File: config.mk
export PLATFORM = sky130hd
export DESIGN_NAME = alu_operand_stage_flat
export DESIGN_NICKNAME = d
export VERILOG_FILES = /design/src/rtl/alu_operand_stage_if.sv /design/src/rtl/alu_operand_stage.sv /design/src/flat_wrapper.sv
export SDC_FILE = /design/constraint.sdc
export NUM_CORES = 1
export LEC_CHECK = 0
export BUFFER_PORTS_ARGS = -buffer_cell sky130_fd_sc_hd__buf_2
export CORE_MARGIN = 2
export CORE_UTILIZATION = 43
export DETAILED_ROUTE_END_ITERATION = 6
export PLACE_DENSITY = 0.82
export SLEW_MARGIN = 20
export SYNTH_ARGS = -nofsm -noshare
export SYNTH_HDL_FRONTEND = slang
export SYNTH_SLANG_ARGS = --single-unit
File: constraint.sdc
create_clock -name CLK -period 1.6 [get_ports CLK]
set_input_delay 0.4 -clock CLK [delete_from_list [all_inputs] [get_ports CLK]]
set_output_delay 0.4 -clock CLK [all_outputs]
set_load 0.02 [all_outputs]
File: src/rtl/alu_operand_stage_if.sv
// Signal bundle between decode/ALU and the operand stage.
// The stage itself uses the slave modport; the driving side uses master.
interface alu_operand_stage_if;
   logic        IN_VALID;
   logic        STALL;
   logic        FLUSH;
   logic [1:0]  ALU_OP;
   logic [5:0]  FUNCT;
   logic [4:0]  RS_ADDR;
   logic [4:0]  RT_ADDR;
   logic [4:0]  RD_ADDR;
   logic        REG_WRITE;
   logic        ALU_SRC;
   logic [31:0] RS_DATA;
   logic [31:0] RT_DATA;
   logic [15:0] IMM16;
   logic [31:0] FWD_RES;
   logic [31:0] INOP1;
   logic [31:0] INOP2;
   logic [2:0]  S_OP;
   logic        OUT_VALID;
   logic [4:0]  OUT_RD;
   logic        OUT_REGWRITE;
   logic        ILL_FN;

   modport master (
      output IN_VALID, STALL, FLUSH, ALU_OP, FUNCT,
             RS_ADDR, RT_ADDR, RD_ADDR, REG_WRITE, ALU_SRC,
             RS_DATA, RT_DATA, IMM16, FWD_RES,
      input  INOP1, INOP2, S_OP, OUT_VALID, OUT_RD, OUT_REGWRITE, ILL_FN
   );

   modport slave (
      input  IN_VALID, STALL, FLUSH, ALU_OP, FUNCT,
             RS_ADDR, RT_ADDR, RD_ADDR, REG_WRITE, ALU_SRC,
             RS_DATA, RT_DATA, IMM16, FWD_RES,
      output INOP1, INOP2, S_OP, OUT_VALID, OUT_RD, OUT_REGWRITE, ILL_FN
   );
endinterface

File: src/rtl/alu_operand_stage.sv
// Operand-select pipeline register in front of the ALU.
// Decodes the ALU operation, extends the immediate and bypasses the ALU's
// own result (FWD_RES) into the next instruction's operands.
module alu_operand_stage (
   input logic                CLK,
   input logic                RST,
   alu_operand_stage_if.slave bus
);

   localparam logic [2:0] SOP_ADD = 3'b010;
   localparam logic [2:0] SOP_SUB = 3'b110;
   localparam logic [2:0] SOP_AND = 3'b000;
   localparam logic [2:0] SOP_OR  = 3'b001;
   localparam logic [2:0] SOP_SLT = 3'b111;

   localparam logic [5:0] FN_ADD = 6'b100000;
   localparam logic [5:0] FN_SUB = 6'b100010;
   localparam logic [5:0] FN_AND = 6'b100100;
   localparam logic [5:0] FN_OR  = 6'b100101;
   localparam logic [5:0] FN_SLT = 6'b101010;

   logic [31:0] inop1_q, inop1_d;
   logic [31:0] inop2_q, inop2_d;
   logic [2:0]  s_op_q, s_op_d;
   logic        out_valid_q, out_valid_d;
   logic [4:0]  out_rd_q, out_rd_d;
   logic        out_regwrite_q, out_regwrite_d;
   logic        ill_fn_q, ill_fn_d;

   logic [2:0]  s_op_dec;
   logic        ill_fn_dec;
   logic        held_writes;
   logic        fwd_rs;
   logic        fwd_rt;
   logic [31:0] imm_ext;
   logic [31:0] op1_sel;
   logic [31:0] op2_sel;

   // ALU operation decode from op class and function field
   always_comb begin
      s_op_dec   = SOP_AND;
      ill_fn_dec = 1'b0;
      case (bus.ALU_OP)
         2'b00:   s_op_dec = SOP_ADD;
         2'b01:   s_op_dec = SOP_SUB;
         2'b11:   s_op_dec = SOP_OR;
         default: begin
            case (bus.FUNCT)
               FN_ADD:  s_op_dec = SOP_ADD;
               FN_SUB:  s_op_dec = SOP_SUB;
               FN_AND:  s_op_dec = SOP_AND;
               FN_OR:   s_op_dec = SOP_OR;
               FN_SLT:  s_op_dec = SOP_SLT;
               default: begin
                  s_op_dec   = SOP_AND;
                  ill_fn_dec = 1'b1;
               end
            endcase
         end
      endcase
   end

   // Bypass match against the currently held instruction; r0 never forwards
   always_comb begin
      held_writes = out_valid_q && out_regwrite_q && (out_rd_q != 5'd0);
      fwd_rs      = held_writes && (out_rd_q == bus.RS_ADDR);
      fwd_rt      = held_writes && (out_rd_q == bus.RT_ADDR);
   end

   // Immediate extension: ori zero-extends, everything else sign-extends
   always_comb begin
      if (bus.ALU_OP == 2'b11) begin
         imm_ext = {16'h0000, bus.IMM16};
      end else begin
         imm_ext = {{16{bus.IMM16[15]}}, bus.IMM16};
      end
   end

   // Operand selection; the immediate path is never bypassed
   always_comb begin
      op1_sel = fwd_rs ? bus.FWD_RES : bus.RS_DATA;
      if (bus.ALU_SRC) begin
         op2_sel = imm_ext;
      end else begin
         op2_sel = fwd_rt ? bus.FWD_RES : bus.RT_DATA;
      end
   end

   // Next-state: flush beats stall, stall holds, otherwise load or bubble
   always_comb begin
      inop1_d        = inop1_q;
      inop2_d        = inop2_q;
      s_op_d         = s_op_q;
      out_valid_d    = out_valid_q;
      out_rd_d       = out_rd_q;
      out_regwrite_d = out_regwrite_q;
      ill_fn_d       = ill_fn_q;
      if (bus.FLUSH || (!bus.STALL && !bus.IN_VALID)) begin
         inop1_d        = 32'd0;
         inop2_d        = 32'd0;
         s_op_d         = SOP_AND;
         out_valid_d    = 1'b0;
         out_rd_d       = 5'd0;
         out_regwrite_d = 1'b0;
         ill_fn_d       = 1'b0;
      end else if (!bus.STALL) begin
         inop1_d        = op1_sel;
         inop2_d        = op2_sel;
         s_op_d         = s_op_dec;
         out_valid_d    = 1'b1;
         out_rd_d       = bus.RD_ADDR;
         out_regwrite_d = bus.REG_WRITE;
         ill_fn_d       = ill_fn_dec;
      end
   end

   // Pipeline register with synchronous reset
   always_ff @(posedge CLK) begin
      if (RST) begin
         inop1_q        <= 32'd0;
         inop2_q        <= 32'd0;
         s_op_q         <= SOP_AND;
         out_valid_q    <= 1'b0;
         out_rd_q       <= 5'd0;
         out_regwrite_q <= 1'b0;
         ill_fn_q       <= 1'b0;
      end else begin
         inop1_q        <= inop1_d;
         inop2_q        <= inop2_d;
         s_op_q         <= s_op_d;
         out_valid_q    <= out_valid_d;
         out_rd_q       <= out_rd_d;
         out_regwrite_q <= out_regwrite_d;
         ill_fn_q       <= ill_fn_d;
      end
   end

   // Registered outputs straight from the flops
   always_comb begin
      bus.INOP1        = inop1_q;
      bus.INOP2        = inop2_q;
      bus.S_OP         = s_op_q;
      bus.OUT_VALID    = out_valid_q;
      bus.OUT_RD       = out_rd_q;
      bus.OUT_REGWRITE = out_regwrite_q;
      bus.ILL_FN       = ill_fn_q;
   end

endmodule

File: src/flat_wrapper.sv
// flat-port wrapper written by rule: the top's interface ports become plain ports
module alu_operand_stage_flat 
  (CLK, RST, bus_IN_VALID, bus_STALL, bus_FLUSH, bus_ALU_OP, bus_FUNCT, bus_RS_ADDR, bus_RT_ADDR, bus_RD_ADDR, bus_REG_WRITE, bus_ALU_SRC, bus_RS_DATA, bus_RT_DATA, bus_IMM16, bus_FWD_RES, bus_INOP1, bus_INOP2, bus_S_OP, bus_OUT_VALID, bus_OUT_RD, bus_OUT_REGWRITE, bus_ILL_FN);
  alu_operand_stage_if bus_i ();
  input logic CLK;
  input logic RST;
  input wire logic [$bits(bus_i.IN_VALID)-1:0] bus_IN_VALID;
  input wire logic [$bits(bus_i.STALL)-1:0] bus_STALL;
  input wire logic [$bits(bus_i.FLUSH)-1:0] bus_FLUSH;
  input wire logic [$bits(bus_i.ALU_OP)-1:0] bus_ALU_OP;
  input wire logic [$bits(bus_i.FUNCT)-1:0] bus_FUNCT;
  input wire logic [$bits(bus_i.RS_ADDR)-1:0] bus_RS_ADDR;
  input wire logic [$bits(bus_i.RT_ADDR)-1:0] bus_RT_ADDR;
  input wire logic [$bits(bus_i.RD_ADDR)-1:0] bus_RD_ADDR;
  input wire logic [$bits(bus_i.REG_WRITE)-1:0] bus_REG_WRITE;
  input wire logic [$bits(bus_i.ALU_SRC)-1:0] bus_ALU_SRC;
  input wire logic [$bits(bus_i.RS_DATA)-1:0] bus_RS_DATA;
  input wire logic [$bits(bus_i.RT_DATA)-1:0] bus_RT_DATA;
  input wire logic [$bits(bus_i.IMM16)-1:0] bus_IMM16;
  input wire logic [$bits(bus_i.FWD_RES)-1:0] bus_FWD_RES;
  output wire logic [$bits(bus_i.INOP1)-1:0] bus_INOP1;
  output wire logic [$bits(bus_i.INOP2)-1:0] bus_INOP2;
  output wire logic [$bits(bus_i.S_OP)-1:0] bus_S_OP;
  output wire logic [$bits(bus_i.OUT_VALID)-1:0] bus_OUT_VALID;
  output wire logic [$bits(bus_i.OUT_RD)-1:0] bus_OUT_RD;
  output wire logic [$bits(bus_i.OUT_REGWRITE)-1:0] bus_OUT_REGWRITE;
  output wire logic [$bits(bus_i.ILL_FN)-1:0] bus_ILL_FN;
  assign bus_i.IN_VALID = bus_IN_VALID;
  assign bus_i.STALL = bus_STALL;
  assign bus_i.FLUSH = bus_FLUSH;
  assign bus_i.ALU_OP = bus_ALU_OP;
  assign bus_i.FUNCT = bus_FUNCT;
  assign bus_i.RS_ADDR = bus_RS_ADDR;
  assign bus_i.RT_ADDR = bus_RT_ADDR;
  assign bus_i.RD_ADDR = bus_RD_ADDR;
  assign bus_i.REG_WRITE = bus_REG_WRITE;
  assign bus_i.ALU_SRC = bus_ALU_SRC;
  assign bus_i.RS_DATA = bus_RS_DATA;
  assign bus_i.RT_DATA = bus_RT_DATA;
  assign bus_i.IMM16 = bus_IMM16;
  assign bus_i.FWD_RES = bus_FWD_RES;
  assign bus_INOP1 = bus_i.INOP1;
  assign bus_INOP2 = bus_i.INOP2;
  assign bus_S_OP = bus_i.S_OP;
  assign bus_OUT_VALID = bus_i.OUT_VALID;
  assign bus_OUT_RD = bus_i.OUT_RD;
  assign bus_OUT_REGWRITE = bus_i.OUT_REGWRITE;
  assign bus_ILL_FN = bus_i.ILL_FN;
  alu_operand_stage u_core (.CLK(CLK), .RST(RST), .bus(bus_i));
endmodule
==> impl_metrics.ini, run 1 <==
[status]
outcome = complete, but fails checks
violations = setup timing

[cells_and_area]
design_area_um2 = 6510
multi_input_area_um2 = 2940
fill_cells = 988
nets = 971
register_area_um2 = 1510
final_common_cell = buf_2
drive_gt1_share_pct = 38.8
mostFrequentLayoutCells = buf_2 (215), dfxtp_1 (72), nand2_1 (70)
area_growth_pct = 37.9

[global_routing]
grt_pass1_vias = 5052
grt_use_total_pct = 27.0
grt-ovfl-total = 0
grt_pass1_wl_mm = 25.2
grt_max_degree = 43
antenna_found_initial = 1

[placed_design]
port_buffers = 216
dp.final_hpwl_mm = 12.1
placed_area_um2 = 6300
globalplace.congestion = 0.960

[cts]
cts_root_buf = clkbuf_8
cts_buffers = 9
cts_tree = built
clk_pin_slew_ns = 0.09
clk_path_buf_depth = 2
clock_latency_ns = 0.33
htreeDepth = 3
clkSinkCount = 75

[floorplan]
initial_utilization_pct = 43.8
die_area_um2 = 11800
fp.dieW_um = 109
die_h_um = 109
ios = 217
core_region_area_um2 = 10800
rows = 38

[sta]
tightest_slew_ns = 0.401
grt_setup_unrepaired = true
skew_ns = 0.0144
max_freq_mhz = 564
setup_slack_ns = -0.174
setup_viol = 63
drv_slew = 0
tns_ns = -8.71
finalCriticalPeriod_ns = 1.77
finalCritPeriodShare_pct = 111
timing.final.hold_violations = 0
relSlewSlack_pct = 73.0

[drt]
post_drt_via_cell_ratio = 5.60
num_vias = 5456
ant_nets = 0
wirelength_mm = 16.1
firstDrtPassIters = 5
drtIter0Drc = 354
drc = 0
wire_per_inst_um = 16.6

[hold_path]
holdPathStages = 3
hp-class = in -> reg

[run]
maxCapViolations = 0

[worst_setup_path]
start_kind = flop
ff2ff_path_depth = 6
worst-path-max-fanout = 32
crit_required_ns = 1.86
crit_arrival_ns = 2.04
crit_type = reg -> reg
cp-end-kind = flop

[synth]
synth.net_count = 758
ys_warn_count = 0
synth_top_cell_by_area = dfxtp_1
syn_inst = 616
synth_seq_area_share_pct = 31.8
syn_avg_cell_area_um2 = 7.67
synth.area.top_cells = dfxtp_1 (32%), nor2b_1 (8.6%), nor3_2 (6.8%), o2111ai_1 (5.9%), nand2_1 (5.6%)
synth_cell_types = 39
synth_top_cell_area_share_pct = 31.8
syn_area_um2 = 4720
synth_seq_cells = 75

[power_and_ir_drop]
irDropWorstVdd_uv = 450
p_switching_mw = 1.38
power.density_nw_per_um2 = 689
p_leak_nw = 2.88
power_frac_seq_pct = 44.1
swShare_pct = 30.7
share_comb_of_total_power_pct = 23.4
clkPwrFrac_pct = 32.4
p_int_mw = 3.11
## worst paths after layout
path,start,endpoint,slack (ns)
worst max-delay path,u_core.bus.OUT_RD[3]$_SDFFE_PP0N_,u_core.bus.INOP2[0]$_SDFFE_PP0N_,-0.17
worst min register to register,u_core.bus.ILL_FN$_SDFFE_PP0N_,u_core.bus.ILL_FN$_SDFFE_PP0N_,0.47
worst min-delay path,bus_RD_ADDR[0],u_core.bus.OUT_RD[0]$_SDFFE_PP0N_,0.30
worst max register to register,u_core.bus.OUT_RD[3]$_SDFFE_PP0N_,u_core.bus.INOP2[0]$_SDFFE_PP0N_,-0.17
## power by group through the flow
stage                     registers [mW]  logic [mW]  clock network [mW]
after floorplan                     2.11       0.474                   0
after global placement              2.02        1.02                   0
after detailed placement            2.02        1.04                   0
after CTS                           1.98        1.04                1.46
after global routing                1.99        1.14                1.56
final                               1.98        1.05                1.46
## synthesized netlist by cell type
master     instances
o211ai_4           1
nor2b_1           65
and4_1             1
xnor2_1           10
dfxtp_1           75
nand2_1           70
a21oi_1            4
nor2_1            40
o211ai_2           1
clkinv_1           1
buf_2             13
nand2b_1           1
nand3_1           32
or2_2              1
o2111ai_1         32
o211ai_1           1
o32ai_1            1
nor3_1            32
buf_1              4
o311a_1            1
o21ai_0           33
or4_4              1
nor4_1            32
a31oi_1            1
inv_1              2
mux2i_1            6
o21a_1            33
nand4bb_1          1
nor3_2            32
buf_6              6
or2_0              1
nand4_1           34
and2_1             2
or3_1              2
o21ai_1            1
o211a_1            1
clkbuf_1          40
mux2_2             1
or4bb_1            1
## routing by layer
| layer | wire, um | part of all wire, % | track usage (%) |
|---|---|---|---|
| met5 | 0 | 0 | 0 |
| met4 | 452 | 2.8 | 10.7 |
| met3 | 1170 | 7.2 | 4.54 |
| met2 | 7310 | 45 | 41.5 |
| met1 | 7210 | 45 | 37.5 |
## per-stage QoR
| stage | utilization [%] | setup WS (ns) | std cells | hold WS (ns) | power, mW |
|---|---|---|---|---|---|
| after global placement | 58.4 | -0.153 | 958 | 0.456 | 3.05 |
| final | 60.3 | -0.174 | 974 | 0.302 | 4.49 |
| after detailed placement | 58.4 | -0.159 | 958 | 0.463 | 3.06 |
| after CTS | 60.2 | -0.169 | 973 | 0.284 | 4.48 |
| after floorplan | - | -0.137 | 616 | 0.508 | 2.59 |
| after global routing | 60.3 | -0.250 | 974 | 0.290 | 4.69 |
## critical path, stage by stage (launching register included)
cell       delay, ns
dfxtp_4         0.35
or4_4           0.56
buf_6           0.14
o211ai_4        0.17
buf_12          0.21
o2111ai_1       0.15
nand3_1         0.11
## cells by family (layout without fill, tap and decap cells)
kind of cell	after synthesis	in the layout	share of synthesized area, %
AOI/OAI and AO/OA	110	110	16.8
xor gates and xnor gates	10	10	1.85
buffers and inverters	66	283	6.54
DFF	75	75	31.8
muxes	7	7	1.51
other	0	1	0
and+or+nand+nor	348	348	41.5
## registers in the layout, summed over array words and instances, names as in the netlist
| name | flops |
|---|---|
| u_core.bus.OUT_REGWRITE | 1 |
| u_core.bus.OUT_VALID | 1 |
| u_core.bus.S_OP | 3 |
| u_core.bus.ILL_FN | 1 |
| u_core.bus.INOP1 | 32 |
| u_core.bus.INOP2 | 32 |
| u_core.bus.OUT_RD | 5 |
## repair_timing
item	in CTS	in global routing
setup endpoints to repair	63	64
resized for setup	2	2
setup buffers	0	0
hold buffers	0	0
## final cells by class
cell class,instances,share of cell area [%]
multi-input combinational,475,45.1
timing repair buffer,265,26.0
sequential,75,23.2
tap,140,2.69
clock buffer,10,1.96
clock inverter,5,0.865
inverter,3,0.173
antenna,1,0.0384
No activity file was read; power rests on OpenSTA's default activity.
==> inputs of run 2 (changes only) <==
--- a/config.mk
+++ b/config.mk
@@ -8,6 +8,7 @@
 export BUFFER_PORTS_ARGS = -buffer_cell sky130_fd_sc_hd__buf_2
 export CORE_MARGIN = 2
 export CORE_UTILIZATION = 43
+export CTS_CLUSTER_DIAMETER = 120
 export DETAILED_ROUTE_END_ITERATION = 6
 export PLACE_DENSITY = 0.82
 export SLEW_MARGIN = 20
==> constraint.sdc (replaced) <==
create_clock -name CLK -period 1.6 [get_ports CLK]
set_input_delay 0.08 -clock CLK [delete_from_list [all_inputs] [get_ports CLK]]
set_output_delay 0.08 -clock CLK [all_outputs]
set_load 0.02 [all_outputs]
==> run 2 against run 1 <==
Compared with the run above:
- the run still ends with setup timing left
- first-iteration DRC count rose by 5.4%
- cell area up 1.5%
- routed wire length increased by 8.1%
- clock power up 18%
- sequential share of layout area fell by 0.34 points
- setup slack worse by 0.021 ns
- maximum frequency down 1.2%
- worst hold slack worse by 0.30 ns
- combinational power increased by 5%
- via count is 1.8% higher
==> impl_metrics.ini, run 2 (same netlist as run 1, synthesis figures left out) <==
[power_and_ir_drop]
power_frac_seq_pct = 41.1
swShare_pct = 28.4
share_comb_of_total_power_pct = 22.9
p_int_mw = 3.45
irDropWorstVdd_uv = 627
p_switching_mw = 1.37
power.density_nw_per_um2 = 729
p_leak_nw = 2.90
clkPwrFrac_pct = 36.0
p_total_mw = 4.82

[global_routing]
grt_max_degree = 65
grt_use_total_pct = 27.6
grt_pass1_wl_mm = 25.7
grt_pass1_vias = 5057
antenna_found_initial = 0
grt-ovfl-total = 0

[cts]
htreeDepth = 3
cts_buffers = 9
cts_root_buf = clkbuf_8
clock_latency_ns = 0.34
clkSinkCount = 75
cts_tree = built
clk_pin_slew_ns = 0.08
clk_path_buf_depth = 2

[sta]
timing.final.hold_violations = 0
max_freq_mhz = 557
relSlewSlack_pct = 69.6
skew_ns = 0.0127
tightest_slew_ns = 0.452
setup_viol = 64
setup_slack_ns = -0.195
grt_setup_unrepaired = true
finalCriticalPeriod_ns = 1.79
finalCritPeriodShare_pct = 112
drv_slew = 0

[worst_setup_path]
start_kind = flop
crit_type = reg -> reg
cp-end-kind = flop
crit_arrival_ns = 2.01
worst-path-max-fanout = 8
crit_required_ns = 1.81

[floorplan]
initial_utilization_pct = 43.8
die_h_um = 109
rows = 38
ios = 217
die_area_um2 = 11800
core_region_area_um2 = 10800
fp.dieW_um = 109

[placed_design]
dp.final_hpwl_mm = 11.8
globalplace.congestion = 0.903
place_inst = 936
port_buffers = 216

[cells_and_area]
area_growth_pct = 39.9
fill_cells = 983
diodes = 0
nets = 967
drive_gt1_share_pct = 38.1
multi_input_area_um2 = 2970
register_area_um2 = 1510
final_common_cell = buf_2
finalNonFillerCells = 969
mostFrequentLayoutCells = buf_2 (215), dfxtp_1 (72), nand2_1 (70)

[drt]
num_vias = 5556
wirelength_mm = 17.4
post_drt_via_cell_ratio = 5.73
firstDrtPassIters = 5
drc = 0
ant_nets = 0
drtIter0Drc = 373
wire_per_inst_um = 18.0

[status]
outcome = complete, but fails checks
violations = setup timing

[hold_path]
hp-class = in -> reg

[run]
maxCapViolations = 0
## run 2: cell types whose count changed in the layout (fill, tap and decap cells not counted), sizes merged
cell	before	now
dlygate4sd3	0	6
buf	265	251
clkinv	4	2
diode	1	0
clkbuf	10	14
bufinv	1	3
## run 2: what timing repair did
| item | in CTS | in global routing |
|---|---|---|
| gates resized for setup | 7 | 5 |
| cloned | 3 | 6 |
| hold buffers | 6 | 0 |
| setup endpoints to repair | 64 | 64 |
| endpoints found under the hold margin | 6 | 0 |
| pin swaps | 2 | 19 |
| setup buffers | 3 | 0 |
## run 2: metrics by stage
stage                     TNS (ns)  instance area (um^2)  util (%)  setup WS [ns]  hold WS [ns]
after floorplan              -5.38                  4760         -         -0.137         0.188
final                        -9.53                  6610      61.2         -0.195      0.000133
after CTS                    -9.46                  6460      59.8         -0.177        0.0108
after global placement       -3.88                  6020      55.8         -0.139         0.316
after global routing        -13.13                  6610      61.2         -0.245        0.0108
after detailed placement     -5.42                  6020      55.8         -0.172         0.317
## run 2: power groups by stage
stage	Combinational, mW	Clock, mW	Sequential, mW
6_report	1.10	1.73	1.98
2_1_floorplan	0.474	0	2.11
3_3_place_gp	0.981	0	2.02
5_1_grt	1.18	1.84	1.99
4_1_cts	1.05	1.75	1.98
3_5_place_dp	0.990	0	2.02
## run 2: critical path, cell delays in order, from the launching register on
cell	delay (ns)
dfxtp_2	0.32
or4_4	0.55
o211ai_4	0.27
buf_6	0.19
clkbuf_16	0.16
o21a_1	0.13
nor3_2	0.04
## run 2: layer usage
metal  global-route usage [%]  share of wire, %  up-vias
li1                         -                 -     2656
met1                     38.9                42     2535
met2                     42.6                47      332
met3                     3.47               8.1       33
met4                     11.4               2.9        0
met5                        0                 0        -
## run 2: worst paths after layout
check | start | end | slack, ns | cells past startpoint
worst max-delay path | u_core.bus.OUT_RD[2]$_SDFFE_PP0N_ | u_core.bus.INOP1[29]$_SDFFE_PP0N_ | -0.19 | 6
worst min-delay path | bus_FWD_RES[14] | u_core.bus.INOP1[14]$_SDFFE_PP0N_ | 0.0001 | 3
worst max register to register | u_core.bus.OUT_RD[2]$_SDFFE_PP0N_ | u_core.bus.INOP1[29]$_SDFFE_PP0N_ | -0.19 | 6
worst min register to register | u_core.bus.ILL_FN$_SDFFE_PP0N_ | u_core.bus.ILL_FN$_SDFFE_PP0N_ | 0.46 | 2
## run 2: layout make-up
type	instances	area share [%]
Timing Repair Buffer	261	26.0
Clock inverter	5	1.55
Clock buffer	10	1.93
Inverter	3	0.170
Sequential cell	75	22.8
Tap cell	140	2.65
Multi-Input combinational cell	475	44.9
==> inputs of run 3 (changes only) <==
--- a/config.mk
+++ b/config.mk
@@ -7,11 +7,10 @@
 export LEC_CHECK = 0
 export BUFFER_PORTS_ARGS = -buffer_cell sky130_fd_sc_hd__buf_2
 export CORE_MARGIN = 2
-export CORE_UTILIZATION = 43
+export CORE_UTILIZATION = 51
 export CTS_CLUSTER_DIAMETER = 120
 export DETAILED_ROUTE_END_ITERATION = 6
-export PLACE_DENSITY = 0.82
-export SLEW_MARGIN = 20
+export PLACE_DENSITY = 0.91
 export SYNTH_ARGS = -nofsm -noshare
 export SYNTH_HDL_FRONTEND = slang
 export SYNTH_SLANG_ARGS = --single-unit
==> constraint.sdc (replaced) <==
create_clock -name CLK -period 2.3 [get_ports CLK]
set_input_delay 0.115 -clock CLK [delete_from_list [all_inputs] [get_ports CLK]]
set_output_delay 0.115 -clock CLK [all_outputs]
set_load 0.02 [all_outputs]
==> run 3 against run 2 <==
Compared with the run above:
- the flow now finishes without violations
- first-iteration DRC count up 13%
- routed wire length down 9.3%
- total power down 39%
- worst hold slack better by 0.016 ns
- final cell count down 5.6%
- combinational power down 40%
- critical endpoint is now u_core.bus.INOP2[21]$_SDFFE_PP0N_
- highest routed layer unchanged
==> impl_metrics.ini, run 3 (same netlist as run 1, synthesis figures left out) <==
[worst_setup_path]
crit_type = reg -> reg
worst-path-max-fanout = 32
crit_required_ns = 2.60
cp-end-kind = flop
crit_arrival_ns = 2.15
start_kind = flop

[sta]
max_freq_mhz = 540
drv_slew = 0
grt_setup_unrepaired = false
finalCritPeriodShare_pct = 80.6
hold_ws_ns = 0.0160
tightest_slew_ns = 1.17
finalCriticalPeriod_ns = 1.85
relSlewSlack_pct = 21.3
tns_ns = 0
timing.final.hold_violations = 0
skew_ns = 0.0114
setup_viol = 0

[power_and_ir_drop]
p_switching_mw = 0.954
share_comb_of_total_power_pct = 22.4
swShare_pct = 32.3
p_leak_nw = 2.74
irDropWorstVdd_uv = 251
power.density_nw_per_um2 = 492
p_total_mw = 2.95
clkPwrFrac_pct = 30.9
power_frac_seq_pct = 46.7
p_int_mw = 2.00

[cells_and_area]
diodes = 0
mostFrequentLayoutCells = buf_2 (215), dfxtp_1 (75), nand2_1 (70)
drive_gt1_share_pct = 35.7
area_growth_pct = 27.2
finalNonFillerCells = 915
register_area_um2 = 1500
final_core_util_pct = 66.0
fill_cells = 803
nets = 941
multi_input_area_um2 = 2920
final_common_cell = buf_2

[floorplan]
die_h_um = 100
ios = 217
initial_utilization_pct = 51.9
rows = 35
core_region_area_um2 = 9110
fp.dieW_um = 100
die_area_um2 = 10000

[cts]
cts_tree = built
post_cts_buffers = 0
cts_buffers = 9
clock_latency_ns = 0.35
clk_pin_slew_ns = 0.09
htreeDepth = 3
clkSinkCount = 75
cts_root_buf = clkbuf_8
clk_path_buf_depth = 2

[run]
maxCapViolations = 0

[drt]
wire_per_inst_um = 17.3
num_vias = 5461
drtIter0Drc = 421
firstDrtPassIters = 5
post_drt_via_cell_ratio = 5.97
wirelength_mm = 15.8
drc = 0
ant_nets = 0

[placed_design]
globalplace.congestion = 0.978
dp.final_hpwl_mm = 11.1
place_inst = 896
port_buffers = 216

[global_routing]
grt_pass1_wl_mm = 24.5
grt_use_total_pct = 30.4
grt_pass1_vias = 4888
antenna_found_initial = 0
grt-ovfl-total = 0
grt_max_degree = 65

[status]
outcome = complete, no violations

[hold_path]
hp-class = in -> reg
## run 3: power by group through the flow
stage / sequential (mW) / clock, mW / combinational (mW)
3_5_place_dp: 1.41 / 0 / 0.649
3_3_place_gp: 1.41 / 0 / 0.642
5_1_grt: 1.39 / 0.979 / 0.717
4_1_cts: 1.38 / 0.920 / 0.655
6_report: 1.38 / 0.914 / 0.661
2_1_floorplan: 1.47 / 0 / 0.320
## run 3: layout make-up
class                   count  share of cell area [%]
clock buffers               9                    2.06
clock inverters             7                   0.750
inverters                   3                   0.187
multi-input cells         475                    48.6
flip-flops and latches     75                    25.0
well taps                 111                    2.31
repair buffers            235                    21.2
## run 3: timing repair
action	in CTS	in global routing
gates resized for setup	0	0
hold endpoints to repair	3	0
hold buffers	3	0
## run 3: final timing paths
kind                                          start                           endpoint  slack, ns  cells past startpoint
setup / recovery  u_core.bus.OUT_RD[1]$_SDFFE_PP0N_  u_core.bus.INOP2[21]$_SDFFE_PP0N_       0.45                      5
hold / removal                       bus_RD_ADDR[3]  u_core.bus.OUT_RD[3]$_SDFFE_PP0N_       0.02                      3
setup reg to reg  u_core.bus.OUT_RD[1]$_SDFFE_PP0N_  u_core.bus.INOP2[21]$_SDFFE_PP0N_       0.45                      5
hold reg to reg     u_core.bus.S_OP[2]$_SDFFE_PP0N_    u_core.bus.S_OP[2]$_SDFFE_PP0N_       0.48                      2
## run 3: metrics by stage
stage          setup slack [ns]  cell area [um^2]
4_1_cts                   0.469              6010
3_5_place_dp              0.487              5810
3_3_place_gp              0.539              5810
2_1_floorplan             0.509              4720
5_1_grt                   0.348              6010
6_report                  0.447              6010
## run 3: routing by layer
layer  wire, um  GRT usage [%]  share of wire (%)
met5          0              0                  0
met4        427           11.8                2.7
met3       1450           4.67                9.1
met2       7430           47.1                 47
met1       6520           42.4                 41
## run 3: critical path, cell delays in order (launching register included)
cell and delay, ns:
dfxtp_1 0.37, or4_4 0.59, o211ai_2 0.15, buf_4 0.36
o2111ai_1 0.19, nand3_1 0.11
